File: config.mk
export PLATFORM = sky130hd
export DESIGN_NAME = ccsds_ldpc_sys_extractor
export DESIGN_NICKNAME = d
export VERILOG_FILES = /design/src/rtl/ccsds_ldpc_pkg.sv /design/src/rtl/ccsds_ldpc_axis_reg.sv /design/src/rtl/ccsds_ldpc_sys_extractor.sv
export SDC_FILE = /design/constraint.sdc
export NUM_CORES = 1
export LEC_CHECK = 0
export ABC_AREA = 1
export CAP_MARGIN = 10
export CORE_MARGIN = 3
export CORE_UTILIZATION = 35
export DETAILED_ROUTE_END_ITERATION = 10
export PLACE_DENSITY = 0.71
export SLEW_MARGIN = 20
export SYNTH_ARGS = -nofsm -noshare
export SYNTH_HDL_FRONTEND = slang
export SYNTH_SLANG_ARGS = --single-unit
File: constraint.sdc
create_clock -name clk -period 2.4 [get_ports clk]
set_input_delay 0.36 -clock clk [delete_from_list [all_inputs] [get_ports clk]]
set_output_delay 0.36 -clock clk [all_outputs]
set_load 0.05 [all_outputs]
File: src/rtl/ccsds_ldpc_pkg.sv
// Shared definitions for the CCSDS LDPC systematic-bit extractor.
// Code table lookup (N, K) keyed by the code string, statistics width and
// an elaboration-time sanity check of the code/bus-width combination.
package ccsds_ldpc_pkg;

    localparam int unsigned STAT_W = 16;
    // Longest code string is "32768,16384" (11 characters).
    localparam int unsigned STR_W  = 88;

    function automatic int unsigned ldpc_n(input logic [STR_W-1:0] s);
        case (s)
            STR_W'("8176,7154"):   return 8176;
            STR_W'("8160,7136"):   return 8160;
            STR_W'("1280,1024"):   return 1280;
            STR_W'("1536,1024"):   return 1536;
            STR_W'("2048,1024"):   return 2048;
            STR_W'("5120,4096"):   return 5120;
            STR_W'("6144,4096"):   return 6144;
            STR_W'("8192,4096"):   return 8192;
            STR_W'("20480,16384"): return 20480;
            STR_W'("24576,16384"): return 24576;
            STR_W'("32768,16384"): return 32768;
            default:               return 0;
        endcase
    endfunction

    function automatic int unsigned ldpc_k(input logic [STR_W-1:0] s);
        case (s)
            STR_W'("8176,7154"):   return 7154;
            STR_W'("8160,7136"):   return 7136;
            STR_W'("1280,1024"):   return 1024;
            STR_W'("1536,1024"):   return 1024;
            STR_W'("2048,1024"):   return 1024;
            STR_W'("5120,4096"):   return 4096;
            STR_W'("6144,4096"):   return 4096;
            STR_W'("8192,4096"):   return 4096;
            STR_W'("20480,16384"): return 16384;
            STR_W'("24576,16384"): return 16384;
            STR_W'("32768,16384"): return 16384;
            default:               return 0;
        endcase
    endfunction

    // True when the code is known and both N and K split into whole beats.
    function automatic bit ldpc_cfg_ok(input logic [STR_W-1:0] s, input int unsigned w);
        int unsigned n;
        int unsigned k;
        n = ldpc_n(s);
        k = ldpc_k(s);
        return (w != 0) && (n != 0) && (k != 0) && (k < n) && (n % w == 0) && (k % w == 0);
    endfunction

endpackage

File: src/rtl/ccsds_ldpc_axis_reg.sv
// Single-stage AXI-Stream register (data + last) with full throughput:
// a new beat may be loaded in the same cycle the held beat drains.
module ccsds_ldpc_axis_reg #(
    parameter int unsigned width = 8
) (
    input  logic             clk,
    input  logic             rst,
    input  logic [width-1:0] in_data_i,
    input  logic             in_last_i,
    input  logic             in_valid_i,
    output logic             in_ready_o,
    output logic [width-1:0] out_data_o,
    output logic             out_last_o,
    output logic             out_valid_o,
    input  logic             out_ready_i
);

    logic [width-1:0] data_q, data_d;
    logic             last_q, last_d;
    logic             valid_q, valid_d;
    logic             fire;

    // Next-state: load on input handshake, otherwise clear valid once drained.
    always_comb begin
        in_ready_o = !valid_q || out_ready_i;
        fire       = in_valid_i && in_ready_o;
        data_d     = data_q;
        last_d     = last_q;
        valid_d    = valid_q;
        if (fire) begin
            data_d  = in_data_i;
            last_d  = in_last_i;
            valid_d = 1'b1;
        end else if (out_ready_i) begin
            valid_d = 1'b0;
        end
    end

    // Output register state.
    always_ff @(posedge clk or posedge rst) begin
        if (rst) begin
            data_q  <= '0;
            last_q  <= 1'b0;
            valid_q <= 1'b0;
        end else begin
            data_q  <= data_d;
            last_q  <= last_d;
            valid_q <= valid_d;
        end
    end

    assign out_data_o  = data_q;
    assign out_last_o  = last_q;
    assign out_valid_o = valid_q;

endmodule

File: src/rtl/ccsds_ldpc_sys_extractor.sv
// CCSDS LDPC systematic-bit extractor (hard-decision / bypass receive path).
// Forwards the first KB beats of each NB-beat codeword, drops the parity beats,
// and checks framing against tlast, resynchronising on any framing error.
// Optional block statistics counters: define CCSDS_LDPC_EXTRACT_STATS_EN.
module ccsds_ldpc_sys_extractor
    import ccsds_ldpc_pkg::*;
#(
    parameter logic [STR_W-1:0] stander = STR_W'("1280,1024"),
    parameter int unsigned      width   = 8
) (
    input  logic              clk,
    input  logic              rst,
    input  logic [width-1:0]  s_axis_tdata,
    input  logic              s_axis_tvalid,
    input  logic              s_axis_tlast,
    output logic              s_axis_tready,
    output logic [width-1:0]  m_axis_tdata,
    output logic              m_axis_tvalid,
    output logic              m_axis_tlast,
    input  logic              m_axis_tready,
    output logic              err_early,
    output logic              err_late,
    output logic [STAT_W-1:0] blk_ok_cnt,
    output logic [STAT_W-1:0] blk_err_cnt
);

    localparam int unsigned N   = ldpc_n(stander);
    localparam int unsigned K   = ldpc_k(stander);
    localparam int unsigned NB  = N / width;
    localparam int unsigned KB  = K / width;
    localparam int unsigned BCW = (NB > 1) ? $clog2(NB) : 1;

    if (!ldpc_cfg_ok(stander, width)) begin : g_bad_cfg
        $fatal(1, "ccsds_ldpc_sys_extractor: unknown code or N/K not a multiple of width");
    end

    logic [BCW-1:0] beat_cnt_q, beat_cnt_d;
    logic           err_early_q, err_early_d;
    logic           err_late_q, err_late_d;
    logic           in_info;
    logic           last_beat;
    logic           accept;
    logic           load;
    logic           load_last;
    logic           reg_in_ready;

    // Beat position, handshake steering and framing checks.
    always_comb begin
        in_info       = beat_cnt_q < BCW'(KB);
        last_beat     = beat_cnt_q == BCW'(NB - 1);
        // Parity beats are dropped, so they never wait on the output register.
        s_axis_tready = in_info ? reg_in_ready : 1'b1;
        accept        = s_axis_tvalid && s_axis_tready;
        load          = accept && in_info;
        // Early tlast inside the info phase closes a truncated block.
        load_last     = s_axis_tlast || (beat_cnt_q == BCW'(KB - 1));
        err_early_d   = accept && s_axis_tlast && !last_beat;
        err_late_d    = accept && !s_axis_tlast && last_beat;
        beat_cnt_d    = beat_cnt_q;
        if (accept) begin
            beat_cnt_d = (s_axis_tlast || last_beat) ? '0 : beat_cnt_q + BCW'(1);
        end
    end

    // Beat counter and registered error pulses.
    always_ff @(posedge clk or posedge rst) begin
        if (rst) begin
            beat_cnt_q  <= '0;
            err_early_q <= 1'b0;
            err_late_q  <= 1'b0;
        end else begin
            beat_cnt_q  <= beat_cnt_d;
            err_early_q <= err_early_d;
            err_late_q  <= err_late_d;
        end
    end

    assign err_early = err_early_q;
    assign err_late  = err_late_q;

    ccsds_ldpc_axis_reg #(
        .width (width)
    ) u_out_reg (
        .clk         (clk),
        .rst         (rst),
        .in_data_i   (s_axis_tdata),
        .in_last_i   (load_last),
        .in_valid_i  (load),
        .in_ready_o  (reg_in_ready),
        .out_data_o  (m_axis_tdata),
        .out_last_o  (m_axis_tlast),
        .out_valid_o (m_axis_tvalid),
        .out_ready_i (m_axis_tready)
    );

`ifdef CCSDS_LDPC_EXTRACT_STATS_EN
    logic [STAT_W-1:0] blk_ok_cnt_q, blk_ok_cnt_d;
    logic [STAT_W-1:0] blk_err_cnt_q, blk_err_cnt_d;
    logic              blk_good;

    // Saturating good-block and framing-error counters.
    always_comb begin
        blk_good      = accept && s_axis_tlast && last_beat;
        blk_ok_cnt_d  = blk_ok_cnt_q;
        blk_err_cnt_d = blk_err_cnt_q;
        if (blk_good && (blk_ok_cnt_q != '1)) begin
            blk_ok_cnt_d = blk_ok_cnt_q + STAT_W'(1);
        end
        if ((err_early_d || err_late_d) && (blk_err_cnt_q != '1)) begin
            blk_err_cnt_d = blk_err_cnt_q + STAT_W'(1);
        end
    end

    // Statistics state.
    always_ff @(posedge clk or posedge rst) begin
        if (rst) begin
            blk_ok_cnt_q  <= '0;
            blk_err_cnt_q <= '0;
        end else begin
            blk_ok_cnt_q  <= blk_ok_cnt_d;
            blk_err_cnt_q <= blk_err_cnt_d;
        end
    end

    assign blk_ok_cnt  = blk_ok_cnt_q;
    assign blk_err_cnt = blk_err_cnt_q;
`else
    assign blk_ok_cnt  = '0;
    assign blk_err_cnt = '0;
`endif

endmodule

==> out/metrics.csv, run 1 <==
stage,metric,value,unit
clocking,cts_setup_buffers,0,
sta,finalSetupViolations,0,
yosys,ys_types,18,
setup_path,cp_num_cells,1,
clocking,hold_buffers,0,
global_routing,grt_busiest_layer,met2,
clocking,cts_resized,0,
yosys,synth.most_common_cell,nand2_1,
yosys,synth_area_leader_cell,dfrtp_1,
setup_path,crit_buf_inv,1,
finish,drive_gt1_frac,0.05587,
sta,rsz0062_at_grt,no,
global_routing,grt_pass1_wl,3298,um
floorplan,die_x,64.25,um
clocking,clock_sinks,20,
floorplan,die_h,64.25,um
sta,clock.fmax,523.3,MHz
clocking,cts_made_buffers,3,
pwr,vdd_drop_max,0.0004040,V
run_status,outcome,finished clean,
yosys,netlist_top_cells_count,"nand2_1 (52), buf_4 (32), dfrtp_1 (20), nor2_1 (18), inv_1 (10)",
clocking,htreeDepth,1,
floorplan,rows,20,
detailed_routing,drt_wl_total,1988,um
yosys,synth_seq_cells,20,
global_routing,grt_util_met1,0.1340,
setup_path,r2r_setup_slack,1.00,ns
place,dpl_cell_area,0.001355,mm2
yosys,syn_area,0.001187,mm2
place,dp_hpwl,1647,um
job,drv_cap,0,
sta,hold_viol_final,0,
sta,setup_tns,0,ns
setup_path,crit_family,buffers and inverters,
detailed_routing,first_pass_iters,4,
floorplan,io_pins,58,
setup_path,startpoint_type,flop,
setup_path,path_cells,clkdlybuf4s50_1,
setup_path,crit_path_top_delay_cell,clkdlybuf4s50_1,
finish,fillers,339,
detailed_routing,drt_iter0_drc,26,
global_routing,use_met2,0.1572,
pwr,p_per_area,644.4,mW/mm2
global_routing,grt_max_degree,21,
clocking,clock-root-buffer,clkbuf_4,
yosys,async_flop_share,1.000,
clocking,cts_tree,done,
finish,antenna-diode-count,0,
pwr,p_leak,0.7313,nW
finish,final_area,0.001378,mm2
setup_path,worstReg2RegStart,beat_cnt_q[1],
setup_path,timing.rr.end,beat_cnt_q[0],
yosys,ys_top_cells_by_area,"dfrtp_1 (42%), buf_4 (20%), nand2_1 (16%)",
global_routing,overflow,0,
clocking,path_clk_slew,0.10,ns
place,routabilityCongestion,0.8451,
detailed_routing,wl_per_cell,8.915,um
clocking,worstSkewPairLatency,0.29,ns
detailed_routing,num_vias,877,
global_routing,grt_pass1_vias,743,
setup_path,cp.arrival,1.55,ns
hold_path,hp-class,primary input to asynchronous set/reset pin,
global_routing,grtUsageTotal,0.1002,
finish,num-nets-final,195,
setup_path,rr_worst_depth,8,
yosys,postSynthAreaPerCell,7.761,um2
sta,period_minus_slack,1.911,ns
floorplan,core_area,0.003153,mm2
finish,fin_util,0.4369,
global_routing,grt_use_met3,0.03163,
floorplan,die_area,0.004127,mm2
sta,fin_crit_sh,0.7963,
yosys,yosys_warnings,0,
finish,fin_cells,223,
setup_path,setup.worst_path.class,flop to output port,
pwr,p_total,0.8877,mW
yosys,synth_top_area_share,0.4215,
sta,skew,0.005747,ns
setup_path,worstSetupEndpointType,output port,
clocking,clock_tree.buffer_depth,2,
sta,worstMarginPinSlew,0.7177,ns
detailed_routing,drc,0,
yosys,synth_edf_count,0,
setup_path,worstPathMaxFanout,3,
sta,max_slew_margin,0.5210,
place,port_buffers,25,
sta,maxSlewViolCount,0,
global_routing,grt_antenna_before_repair,0,
finish,syn_to_final_growth,16.02,%
setup_path,max_stage_delay,0.83,ns
setup_path,cp.required,2.04,ns
detailed_routing,via_per_inst,3.933,
yosys,synthCells,153,
yosys,synth_ff_type,dfrtp_1,
place,dp.cells,220,
yosys,ys_seq_area_frac,0.4215,
detailed_routing,final_antenna_net_count,0,
floorplan,start_util,0.3766,
[cells in the final DEF (no fill, tap or decap)]
master           count
nor3_1               1
nand2_1             52
nand3_4              1
buf_4                1
inv_2                2
ha_1                 1
clkdlybuf4s50_1     24
nor2_1              18
clkbuf_4             3
inv_6                1
a31oi_1              1
o21ai_1              1
inv_1               10
o21ai_0              2
nand3_1              6
conb_1              32
o22ai_1              1
dfrtp_1             20
nand2_4              2
[layout make-up]
cell class,instances,area (um2),area share
Multi-Input combinational cell,118,498.0,0.3615
Clock buffer,3,22.52,0.01635
Timing Repair Buffer,25,247.7,0.1798
Inverter,13,53.80,0.03906
Sequential cell,20,500.5,0.3633
Tap cell,44,55.05,0.03996
[stage by stage]
stage | hold WS [ns] | worst slack, ns
floorplan | 0.3238 | 0.8668
global placement | 0.4639 | 0.8056
detailed placement | 0.4645 | 0.7820
CTS | 0.4908 | 0.4748
global route | 0.5132 | 0.4379
finish | 0.4816 | 0.4890
[report_power, final]
part | switching (mW) | leakage, nW | internal [mW] | total, mW
Sequential | 0.0207 | 0.259 | 0.369 | 0.390
Combinational | 0.264 | 0.459 | 0.0830 | 0.347
Clock | 0.0925 | 0.0138 | 0.0584 | 0.151
Total | 0.377 | 0.731 | 0.511 | 0.888
[logic make-up after synthesis]
group,after synthesis,share of synthesized area
and+or+nand+nor,80,0.2845
AOI/OAI and AO/OA,5,0.02319
other,1,0.003158
buffers and inverters,46,0.2571
adders and majority gates,1,0.01054
DFF,20,0.4215
[metal layers]
metal  vias up  wire [um]
met5         -          0
met4         0         22
met3         2        114
met2        28        903
met1       394        947
li1        453          -
[sequential cells by signal, summed over array words and instances, names as in the netlist]
register               flops
err_early                  1
u_out_reg.out_data_o       8
err_late                   1
beat_cnt_q                 8
u_out_reg.out_last_o       1
u_out_reg.out_valid_o      1
[worst max path at each step]
stage	start	end	slack [ns]
3_3_place_gp	m_axis_tready	u_out_reg.out_data_o[6]	0.81
6_report	u_out_reg.out_valid_o	m_axis_tvalid	0.49
4_1_cts	u_out_reg.out_valid_o	m_axis_tvalid	0.47
5_1_grt	u_out_reg.out_valid_o	m_axis_tvalid	0.44
3_5_place_dp	m_axis_tready	u_out_reg.out_data_o[6]	0.78
2_1_floorplan	u_out_reg.out_valid_o	u_out_reg.out_last_o	0.87
No activity file was read; power rests on OpenSTA's default activity.
==> inputs of run 2 (changes only) <==
clock period = 2 ns   (was 2.4 ns; I/O delays follow)
==> run 2 against run 1 <==
Final cell count increased by 0.90%. Cell area up 2.5%. Utilization is 1.1 points higher. Critical path type unchanged.
==> out/metrics.csv, run 2 (same netlist as run 1, synthesis figures left out) <==
stage,metric,value,unit
detailed_routing,drt_iter0_drc,26,
hold_path,hp-class,primary input to asynchronous set/reset pin,
sta,skew,0.004207,ns
clocking,cts_tree,done,
sta,clock.fmax,541.4,MHz
detailed_routing,num_vias,870,
finish,num-nets-final,196,
finish,antenna-diode-count,0,
sta,setup_tns,0,ns
place,dp_hpwl,1680,um
global_routing,grt_max_degree,21,
place,place_ws,0.4356,ns
place,routabilityCongestion,0.8489,
setup_path,crit_buf_inv,1,
detailed_routing,drc,0,
floorplan,core_area,0.003153,mm2
sta,worstMarginPinSlew,0.5249,ns
setup_path,cp.arrival,1.55,ns
sta,hold_viol_final,0,
floorplan,start_util,0.3766,
sta,rsz0062_at_grt,no,
setup_path,cp.required,1.70,ns
clocking,clock-root-buffer,clkbuf_4,
sta,maxSlewViolCount,0,
place,port_buffers,25,
setup_path,worstPathMaxFanout,3,
pwr,vdd_drop_max,0.0003554,V
job,drv_cap,0,
clocking,clock_sinks,20,
global_routing,grt_pass1_vias,768,
finish,mostFrequentLayoutCells,"nand2_1 (52), conb_1 (32), clkdlybuf4s50_1 (24)",
sta,finalSetupViolations,0,
global_routing,grtUsageTotal,0.1024,
detailed_routing,final_antenna_net_count,0,
clocking,hold_buffers,0,
clocking,worstSkewPairLatency,0.30,ns
sta,setup_slack,0.1529,ns
global_routing,overflow,0,
setup_path,startpoint_type,flop,
setup_path,setup.worst_path.class,flop to output port,
clocking,cts_resized,0,
sta,fin_crit_sh,0.9236,
run_status,outcome,finished clean,
floorplan,die_x,64.25,um
clocking,path_clk_slew,0.11,ns
detailed_routing,first_pass_iters,4,
setup_path,crit_family,buffers and inverters,
detailed_routing,via_per_inst,3.867,
floorplan,rows,20,
finish,syn_to_final_growth,18.86,%
finish,multiInputGateArea,498.0,um2
finish,seqCellArea,500.5,um2
setup_path,crit_path_top_delay_cell,clkdlybuf4s50_1,
setup_path,r2r_setup_slack,0.60,ns
clocking,htreeDepth,1,
finish,fillers,328,
global_routing,grt_antenna_before_repair,0,
setup_path,worstSetupEndpointType,output port,
detailed_routing,drt_wl_total,2030,um
sta,max_slew_margin,0.6490,
detailed_routing,wl_per_cell,9.022,um
sta,period_minus_slack,1.847,ns
setup_path,path_cells,clkdlybuf4s50_1,
clocking,cts_made_buffers,3,
global_routing,grt_pass1_wl,3339,um
clocking,cts_setup_buffers,0,
floorplan,die_h,64.25,um
finish,final_common_cell,nand2_1,
setup_path,max_stage_delay,0.83,ns
clocking,clock_tree.buffer_depth,2,
pwr,p_per_area,792.9,mW/mm2
pwr,p_leak,0.7488,nW
floorplan,die_area,0.004127,mm2
floorplan,io_pins,58,
finish,drive_gt1_frac,0.06630,
-- run 2: area by class of cell --
cell class                      instances  area share
Timing Repair Buffer                   26      0.1897
Inverter                               13     0.03812
Sequential cell                        20      0.3546
Tap cell                               44     0.03901
Clock buffer                            4     0.02571
Multi-Input combinational cell        118      0.3528
-- run 2: metrics by stage --
stage	hold WS (ns)	std cells	util	cell area, um2	total power [mW]
floorplan	0.2638	184	-	1304	0.8390
global placement	0.4694	221	0.4361	1375	0.9007
detailed placement	0.4665	221	0.4361	1375	0.9004
CTS	0.3218	225	0.4476	1411	1.133
global route	0.3322	225	0.4476	1411	1.186
finish	0.3144	225	0.4476	1411	1.119
-- run 2: power breakdown --
group          internal, mW  leakage, nW  switching, mW
registers             0.443        0.259         0.0255
logic                 0.105        0.469          0.316
clock network         0.111       0.0210          0.118
total                 0.659        0.749          0.460
-- run 2: worst paths after layout --
path	startpoint	depth (start not counted)	to
worst max-delay path	u_out_reg.out_valid_o	1	m_axis_tvalid
worst min-delay path	rst	3	u_out_reg.out_data_o[6]
worst max register to register	beat_cnt_q[1]	8	beat_cnt_q[7]
worst min register to register	u_out_reg.out_data_o[4]	2	u_out_reg.out_data_o[4]
max in group asynchronous	rst	3	beat_cnt_q[2]
min in group clk	u_out_reg.out_data_o[4]	2	u_out_reg.out_data_o[4]
-- run 2: metal layers --
metal  GRT usage  wire length, um
met1      0.1373              917
met2      0.1546              916
met3     0.03515              170
met4     0.03166               25
met5           0                0
==> inputs of run 3 (changes only) <==
CTS_CLUSTER_DIAMETER = 40   (was default)
PLACE_DENSITY = default   (was 0.71)
PLACE_DENSITY_LB_ADDON = 0.08   (was default)
RECOVER_POWER = 100   (was default)
==> run 3 against run 2 <==
Maximum frequency fell by 2.0%. Routed wire length rose by 7.7%. Clock-buffer cell count did not move.
==> out/metrics.csv, run 3 (same netlist as run 1, synthesis figures left out) <==
stage,metric,value,unit
run_status,outcome,finished clean,
floorplan,core_area,0.003153,mm2
clocking,clock-root-buffer,clkbuf_4,
sta,skew,0.004919,ns
sta,maxSlewViolCount,0,
sta,rsz0062_at_grt,no,
floorplan,rows,20,
floorplan,die_x,64.25,um
finish,antenna-diode-count,0,
finish,final_common_cell,nand2_1,
pwr,p_per_area,808.6,mW/mm2
detailed_routing,final_antenna_net_count,0,
finish,mostFrequentLayoutCells,"nand2_1 (53), conb_1 (32), dfrtp_1 (20)",
detailed_routing,drc,0,
sta,setup_tns,0,ns
setup_path,max_stage_delay,0.88,ns
clocking,hold_buffers,0,
global_routing,grt_max_degree,13,
sta,hold_viol_final,0,
clocking,cts_setup_buffers,0,
global_routing,grtUsageTotal,0.1119,
finish,fin_cells,225,
global_routing,grt_pass1_vias,806,
finish,fin_util,0.4353,
finish,final_area,0.001373,mm2
setup_path,cp.arrival,1.59,ns
job,drv_cap,0,
hold_path,hp-class,primary input to asynchronous set/reset pin,
detailed_routing,drt_iter0_drc,26,
place,dp.cells,221,
sta,clock.fmax,530.5,MHz
place,place_ws,0.4181,ns
place,port_buffers,25,
setup_path,worstPathMaxFanout,3,
detailed_routing,highest_layer,met4,
detailed_routing,drt_wl_total,2186,um
finish,drive_gt1_frac,0.03867,
pwr,p_leak,0.7521,nW
sta,setup_slack,0.1149,ns
setup_path,startpoint_type,flop,
clocking,clock_tree.buffer_depth,2,
setup_path,crit_path_top_delay_cell,dlygate4sd3_1,
sta,period_minus_slack,1.885,ns
detailed_routing,wl_per_cell,9.716,um
sta,max_slew_margin,0.5409,
setup_path,cp.required,1.70,ns
pwr,vdd_drop_max,0.0003578,V
setup_path,path_cells,dlygate4sd3_1,
clocking,htreeDepth,1,
detailed_routing,via_per_inst,3.996,
clocking,path_clk_slew,0.12,ns
setup_path,crit_buf_inv,1,
sta,worstMarginPinSlew,0.6886,ns
clocking,cts_tree,done,
sta,finalSetupViolations,0,
place,dpl_cell_area,0.001375,mm2
floorplan,start_util,0.3766,
detailed_routing,num_vias,899,
finish,fillers,343,
global_routing,grt_antenna_before_repair,0,
detailed_routing,first_pass_iters,4,
clocking,clock_sinks,20,
place,dp_hpwl,1774,um
finish,syn_to_final_growth,15.60,%
floorplan,die_h,64.25,um
finish,num-nets-final,196,
detailed_routing,met1_length,1007,um
clocking,cts_made_buffers,3,
setup_path,worstSetupEndpointType,output port,
setup_path,setup.worst_path.class,flop to output port,
floorplan,io_pins,58,
global_routing,grt_pass1_wl,3546,um
global_routing,overflow,0,
clocking,cts_resized,0,
setup_path,crit_family,buffers and inverters,
clocking,worstSkewPairLatency,0.30,ns
sta,fin_crit_sh,0.9426,
detailed_routing,dr_wl_met3,193,um
detailed_routing,wl_met2,964,um
place,routabilityCongestion,0.7688,
floorplan,die_area,0.004127,mm2
## run 3: changes by cell type in the layout (fill, tap and decap cells not counted)
| cell | change |
|---|---|
| clkbuf_2 | +1 |
| nand3_1 | +1 |
| inv_1 | +2 |
| inv_2 | -2 |
| buf_12 | -1 |
| clkdlybuf4s50_1 | -13 |
| clkbuf_1 | +1 |
| dlygate4sd3_1 | +13 |
| nand2_4 | -1 |
| nand3_4 | -1 |
| nand2_1 | +1 |
| buf_4 | -1 |
## run 3: final cells by class
type | count | area (um2) | share of cell area
tap | 44 | 55.05 | 0.04011
timing repair buffer | 26 | 249.0 | 0.1814
multi-input combinational | 118 | 478.0 | 0.3482
inverter | 13 | 53.80 | 0.03920
sequential | 20 | 500.5 | 0.3646
clock buffer | 4 | 36.28 | 0.02644
## run 3: final timing paths
| check | startpoint | end | slack (ns) | cells after the start |
|---|---|---|---|---|
| worst max-delay path | u_out_reg.out_valid_o | m_axis_tvalid | 0.11 | 1 |
| worst min-delay path | rst | u_out_reg.out_data_o[3] | 0.37 | 2 |
| worst max register to register | beat_cnt_q[7] | u_out_reg.out_data_o[3] | 0.33 | 8 |
| worst min register to register | u_out_reg.out_data_o[6] | u_out_reg.out_data_o[6] | 0.49 | 2 |
| max in group asynchronous | rst | beat_cnt_q[3] | 0.71 | 3 |
| min in group clk | u_out_reg.out_data_o[6] | u_out_reg.out_data_o[6] | 0.49 | 2 |
## run 3: layer usage
metal | global-route usage | vias to the layer above
met1 | 0.1458 | 403
met4 | 0.05541 | 0
li1 | - | 452
met5 | 0 | -
met2 | 0.1701 | 42
met3 | 0.02988 | 2
## run 3: metrics by stage
stage | hold slack, ns | total power [mW]
floorplan | 0.2638 | 0.8390
global placement | 0.4719 | 0.9039
detailed placement | 0.4741 | 0.9035
CTS | 0.2479 | 1.149
global route | 0.4062 | 1.176
finish | 0.3730 | 1.110
## run 3: report_power, final
part	internal, mW	switching (mW)	total [mW]
clock	0.111	0.129	0.240
combinational	0.0860	0.317	0.403
sequential	0.443	0.0237	0.467
